==> config.mk <==
export PLATFORM = sky130hd
export DESIGN_NAME = fifo_wr_arbiter
export DESIGN_NICKNAME = d
export VERILOG_FILES = /design/src/rtl/fifo_arb_pkg.sv /design/src/rtl/fifo_wr_arbiter_rr.sv /design/src/rtl/fifo_wr_arbiter.sv
export SDC_FILE = /design/constraint.sdc
export NUM_CORES = 1
export LEC_CHECK = 0
export BUFFER_PORTS_ARGS = -buffer_cell sky130_fd_sc_hd__buf_2
export CORE_MARGIN = 5
export CORE_UTILIZATION = 45
export DETAILED_ROUTE_END_ITERATION = 12
export PLACE_DENSITY = 0.75
export RECOVER_POWER = 100
export SLEW_MARGIN = 20
export SYNTH_ARGS = -nofsm -noshare
export SYNTH_HDL_FRONTEND = slang
export SYNTH_HIERARCHICAL = 1
export SYNTH_SLANG_ARGS = --single-unit
==> constraint.sdc <==
create_clock -name i_Clk -period 3.2 [get_ports i_Clk]
set_input_delay 0.32 -clock i_Clk [delete_from_list [all_inputs] [get_ports i_Clk]]
set_output_delay 0.32 -clock i_Clk [all_outputs]
set_load 0.005 [all_outputs]
==> src/rtl/fifo_arb_pkg.sv <==
// Shared constants and helpers for the FIFO write-port arbiter.
// Optional build macro: FIFO_ARB_TAG_EN (source index prepended to write data).
package fifo_arb_pkg;

    localparam int MAX_REQ = 16;
    localparam int PTR_W   = 4;

    function automatic int idx_w(input int n);
        return (n > 1) ? $clog2(n) : 1;
    endfunction

    // First set bit of req in the order ptr, ptr+1, ... wrapping at n.
    function automatic logic [PTR_W-1:0] rr_search(
        input logic [MAX_REQ-1:0] req,
        input logic [PTR_W-1:0]   ptr,
        input int                 n
    );
        logic [PTR_W-1:0] pick;
        int               k;
        pick = ptr;
        for (int i = MAX_REQ - 1; i >= 0; i--) begin
            if (i < n) begin
                k = int'(ptr) + i;
                if (k >= n) k = k - n;
                if (req[k]) pick = PTR_W'(k);
            end
        end
        return pick;
    endfunction

endpackage

==> src/rtl/fifo_wr_arbiter_rr.sv <==
// Combinational round-robin pick over the occupied holding registers.
// Optional build macro: none here (see FIFO_ARB_TAG_EN in the top).
module rr_arbiter
    import fifo_arb_pkg::*;
#(
    parameter  int NUM_REQ = 4,
    localparam int IDX_W   = idx_w(NUM_REQ)
) (
    input  logic [NUM_REQ-1:0] req,
    input  logic [IDX_W-1:0]   ptr,
    output logic [NUM_REQ-1:0] grant_oh,
    output logic [IDX_W-1:0]   grant_idx,
    output logic               any_grant
);

    logic [MAX_REQ-1:0] req_ext;
    logic [PTR_W-1:0]   pick;

    always_comb begin
        req_ext                = '0;
        req_ext[NUM_REQ-1:0]   = req;
        pick                   = rr_search(req_ext, PTR_W'(ptr), NUM_REQ);
        any_grant              = |req;
        grant_idx              = IDX_W'(pick);
        grant_oh               = '0;
        for (int i = 0; i < NUM_REQ; i++) begin
            grant_oh[i] = any_grant && (pick == PTR_W'(i));
        end
    end

endmodule

==> src/rtl/fifo_wr_arbiter.sv <==
// Round-robin sharing of one FIFO write port between NUM_REQ producers.
// Optional build macro: FIFO_ARB_TAG_EN -> o_Wr_Data = {grant_idx, data}.
module fifo_wr_arbiter
    import fifo_arb_pkg::*;
#(
    parameter  int NUM_REQ = 4,
    parameter  int WIDTH   = 8,
    localparam int IDX_W   = idx_w(NUM_REQ),
`ifdef FIFO_ARB_TAG_EN
    localparam int WR_W    = WIDTH + IDX_W
`else
    localparam int WR_W    = WIDTH
`endif
) (
    input  logic                     i_Clk,
    input  logic                     i_Rst_L,
    input  logic [NUM_REQ-1:0]       i_Req_DV,
    input  logic [NUM_REQ*WIDTH-1:0] i_Req_Data,
    output logic [NUM_REQ-1:0]       o_Req_Ready,
    output logic                     o_Wr_DV,
    output logic [WR_W-1:0]          o_Wr_Data,
    input  logic                     i_Full,
    input  logic                     i_AF_Flag,
    output logic [IDX_W-1:0]         o_Grant_Idx,
    output logic                     o_Busy
);

    logic [NUM_REQ-1:0] hold_vld;
    logic [WIDTH-1:0]   hold_data [NUM_REQ];
    logic [IDX_W-1:0]   ptr;
    logic [IDX_W-1:0]   ptr_nxt;
    logic               can_wr;
    logic [NUM_REQ-1:0] arb_req;
    logic [NUM_REQ-1:0] grant_oh;
    logic [IDX_W-1:0]   grant_idx;
    logic               any_grant;
    logic [WR_W-1:0]    wr_word;

    // AF blocks a second write while the first is still invisible to the flags.
    assign can_wr  = !i_Full && !(i_AF_Flag && o_Wr_DV);
    assign arb_req = hold_vld & {NUM_REQ{can_wr}};

    rr_arbiter #(
        .NUM_REQ   (NUM_REQ)
    ) u_rr (
        .req       (arb_req),
        .ptr       (ptr),
        .grant_oh  (grant_oh),
        .grant_idx (grant_idx),
        .any_grant (any_grant)
    );

    always_comb begin
        wr_word = '0;
`ifdef FIFO_ARB_TAG_EN
        wr_word = {grant_idx, hold_data[grant_idx]};
`else
        wr_word = hold_data[grant_idx];
`endif
        if (grant_idx == IDX_W'(NUM_REQ - 1)) begin
            ptr_nxt = '0;
        end else begin
            ptr_nxt = grant_idx + IDX_W'(1);
        end
    end

    always_ff @(posedge i_Clk or negedge i_Rst_L) begin
        if (!i_Rst_L) begin
            hold_vld <= '0;
            for (int n = 0; n < NUM_REQ; n++) begin
                hold_data[n] <= '0;
            end
        end else begin
            for (int n = 0; n < NUM_REQ; n++) begin
                if (grant_oh[n]) begin
                    hold_vld[n] <= 1'b0;
                end else if (i_Req_DV[n] && !hold_vld[n]) begin
                    hold_vld[n]  <= 1'b1;
                    hold_data[n] <= i_Req_Data[n*WIDTH +: WIDTH];
                end
            end
        end
    end

    always_ff @(posedge i_Clk or negedge i_Rst_L) begin
        if (!i_Rst_L) begin
            o_Wr_DV     <= 1'b0;
            o_Wr_Data   <= '0;
            o_Grant_Idx <= '0;
            ptr         <= '0;
        end else begin
            o_Wr_DV <= any_grant;
            if (any_grant) begin
                o_Wr_Data   <= wr_word;
                o_Grant_Idx <= grant_idx;
                ptr         <= ptr_nxt;
            end
        end
    end

    assign o_Req_Ready = ~hold_vld;
    assign o_Busy      = |hold_vld;

endmodule

==> out/results.ini <==
[outcome]
run_status=finished with violations
failed_checks=max-capacitance violations, max-slew violations

[floorplanning]
die_h_um=84.03
fp.dieArea_um2=7061
core_um2=5405
io_pins=56
die_x_um=84.03
initial_core_util_pct=45.62
placementRows=27

[sta]
timing_worst_slew_pin_value_ps=2517
timing_hold_violations_final=0
min_setup_slack_post_route_ps=233.2
final_hold_slack_ps=246.2
skew_ps=13.41
final_setup_vio_count=0
setup_tns_ps=0
fmax_ghz=0.3371
timing_max_transition_violations_final=50
grt_setup_unrepaired=no
final_period_minus_worst_setup_slack_ps=2967
timing.final.crit_share_pct=92.71
slew-limit-headroom_pct=-67.79

[pwr]
leakage_power_total_nw=1.381
pwr_density_cell_nw_per_um2=1178
p_total_w=0.003527
vdd_ir_drop_max_mv=0.6430

[global_routing]
gr-total-overflow=0
grt_pass1_vias=1789
grtUsageTotal_pct=15.54
global_route_wire_length_before_repair_um=8797
grt_start_max_net_pins=50
antenna_found_initial=0

[routing]
antenna_left=0
routed-via-count=1701
drc=0
drt-initial-drc-count=86
wl_um=5277
average_vias_per_placed_instance=5.139
wire_per_inst_um=15.94
drtPass1Iterations=4

[layout]
drive_gt1_share_pct=40.93
area_growth_synth_to_finish_pct=21.41
insertedDiodeCount=0
design.final.nets=304

[clock_tree]
cts_num_sinks=49
clk_root_buffer_cell=clkbuf_8
worst_skew_pair.late_latency_ps=300
tritoncts=yes
htreeDepth=2
tritoncts.num_buffers=5
clockBufferDepth=2
cts.reportedPaths.clkPinSlew_ps=100
post_cts_resized=0

[synthesis]
synth_sequential_area_ratio_pct=49.72
synth_mux_area_share_pct=25.01
synth_async_sr_flop_share_pct=100.0
main_combinational_cell_family_by_area_after_synthesis=multiplexers
yosys.area_share.adder_pct=3.044
synth_cell_type_count=35
synth-compound-area-share_pct=7.204
yosys_register_bits=49
yosysWarnings=6
post_synth_inst_count=192
post_synth_instance_area_um2=2466
number_of_synthesized_flops_with_an_enable_pin=0
synth_simple_gate_area_share_pct=12.08
netlist.area_leader.share_pct=49.72
yosys.area.top_type=dfrtp_1
post_synth_xor_area_fraction_pct=0
syn_nets=238
ys_dominant_reg_cell=dfrtp_1
synthesis.area_per_instance_um2=12.84
yosys-top-cells-area=dfrtp_1, mux2_2, mux2i_1

[critical_path]
critical_path_rt_ps=3370
worstSetupPathType=reg -> reg
timing.critical_path.arrival_ps=3140
worst_r2r_path_depth=8
endpoint_of_the_lowest_slack_register_to_register_path=hold_data[30]
crit-reg2reg-launch=ptr[1]
startpoint_type=register
crit_path_end_kind=register
ff2ff_setup_slack_ps=230
path_max_fanout=8

[run]
max_cap_viol_count=1

[placed_design]
final_wtd_congestion=0.8805
post-dp-hpwl_um=3905
dpl_worst_slack_ps=159.0
place.port_buffers=55

[hold_path]
timing.hold.worst_path_depth=2
holdCritPathClass=in -> reg
worst_min_delay_path_endpoint=hold_data[9]
min-delay-start=i_Req_Data[17]

[cell usage after synthesis, drive strengths merged (4+ instances only)]
cell type	count
mux2i	20
nand2b	9
inv	10
dfrtp	49
and2	4
mux2	35
o221ai	8
nor3b	5
nor2	12
buf	5
ha	6
[cell type report]
cell class              count  area [um2]
clock buffers               7       86.33
repair buffers             64       357.8
multi-input cells         128        1166
clock inverters             1       30.03
fillers                   485        2411
inverters                  10       37.54
well taps                  72       90.09
flip-flops and latches     49        1226
[per-stage QoR]
step | std cells | util [%] | area (um2)
4_1_cts | 329 | 55.14 | 2980
3_5_place_dp | 321 | 52.99 | 2864
3_3_place_gp | 321 | 52.99 | 2864
5_1_grt | 331 | 55.39 | 2994
6_report | 331 | 55.39 | 2994
2_1_floorplan | 192 | - | 2466
[where the power goes]
| group | internal, W | total [W] | leakage, nW | switching (W) |
|---|---|---|---|---|
| sequential | 0.000949 | 0.00113 | 0.578 | 0.000185 |
| clock | 0.000255 | 0.000454 | 0.0585 | 0.000199 |
| combinational | 0.000988 | 0.00194 | 0.745 | 0.000950 |
| total | 0.00219 | 0.00353 | 1.38 | 0.00133 |
[repair_timing]
item                                    4_1_cts  5_1_grt
hold endpoints to repair                      0        0
buffers inserted                              0        2
hold buffers                                  0        0
endpoints found under the setup margin        0       13
[worst max-delay path by stage]
| stage | start | to | slack [ps] | cells past startpoint |
|---|---|---|---|---|
| after floorplan | ptr[0] | hold_data[16] | 130 | 9 |
| after global placement | ptr[1] | hold_data[18] | 200 | 8 |
| after detailed placement | ptr[1] | hold_data[7] | 160 | 9 |
| after CTS | ptr[0] | hold_data[7] | 120 | 9 |
| after global routing | ptr[1] | hold_data[15] | 50 | 8 |
| final | ptr[1] | hold_data[30] | 230 | 8 |
[logic make-up after synthesis]
family | after synthesis
flip-flops | 49
multiplexers | 56
AO/OA/AOI/OAI | 22
adder cells (fa/ha/maj) | 6
AND/OR/NAND/NOR | 44
buffers and inverters | 15
[state kept, by name, indices dropped and copies added (netlist names)]
register     flops
ptr              2
o_Wr_DV          1
o_Wr_Data        8
hold_data       32
hold_vld         4
o_Grant_Idx      2
[routing by layer]
layer,global-route usage [%],vias up,part of all wire (%)
met4,3.509,0,0.32
met3,4.047,2,5.6
met5,0,-,0
li1,-,826,-
met2,25.82,48,52
met1,20.28,825,42
[cell usage in the layout, fill, tap and decap left out, types with 4 or more instances in the layout]
cell,Yosys,layout
buf_2,1,46
mux2_2,35,35
clkbuf_1,0,13
o221ai_1,8,8
dfrtp_1,49,49
mux2i_1,20,20
nor3b_4,4,4
ha_1,6,6
nor2_1,12,12
inv_1,10,10
clkbuf_8,0,6
nand2b_1,9,9
[critical path: stages, from the launching register on]
cell     delay (ps)
dfrtp_1         350
inv_1            80
ha_1            380
mux4_2          510
nor3b_1         180
o21a_1          210
o211a_1         280
nor3b_4         450
mux2_2          390
Power figures use the tool's default switching activity.
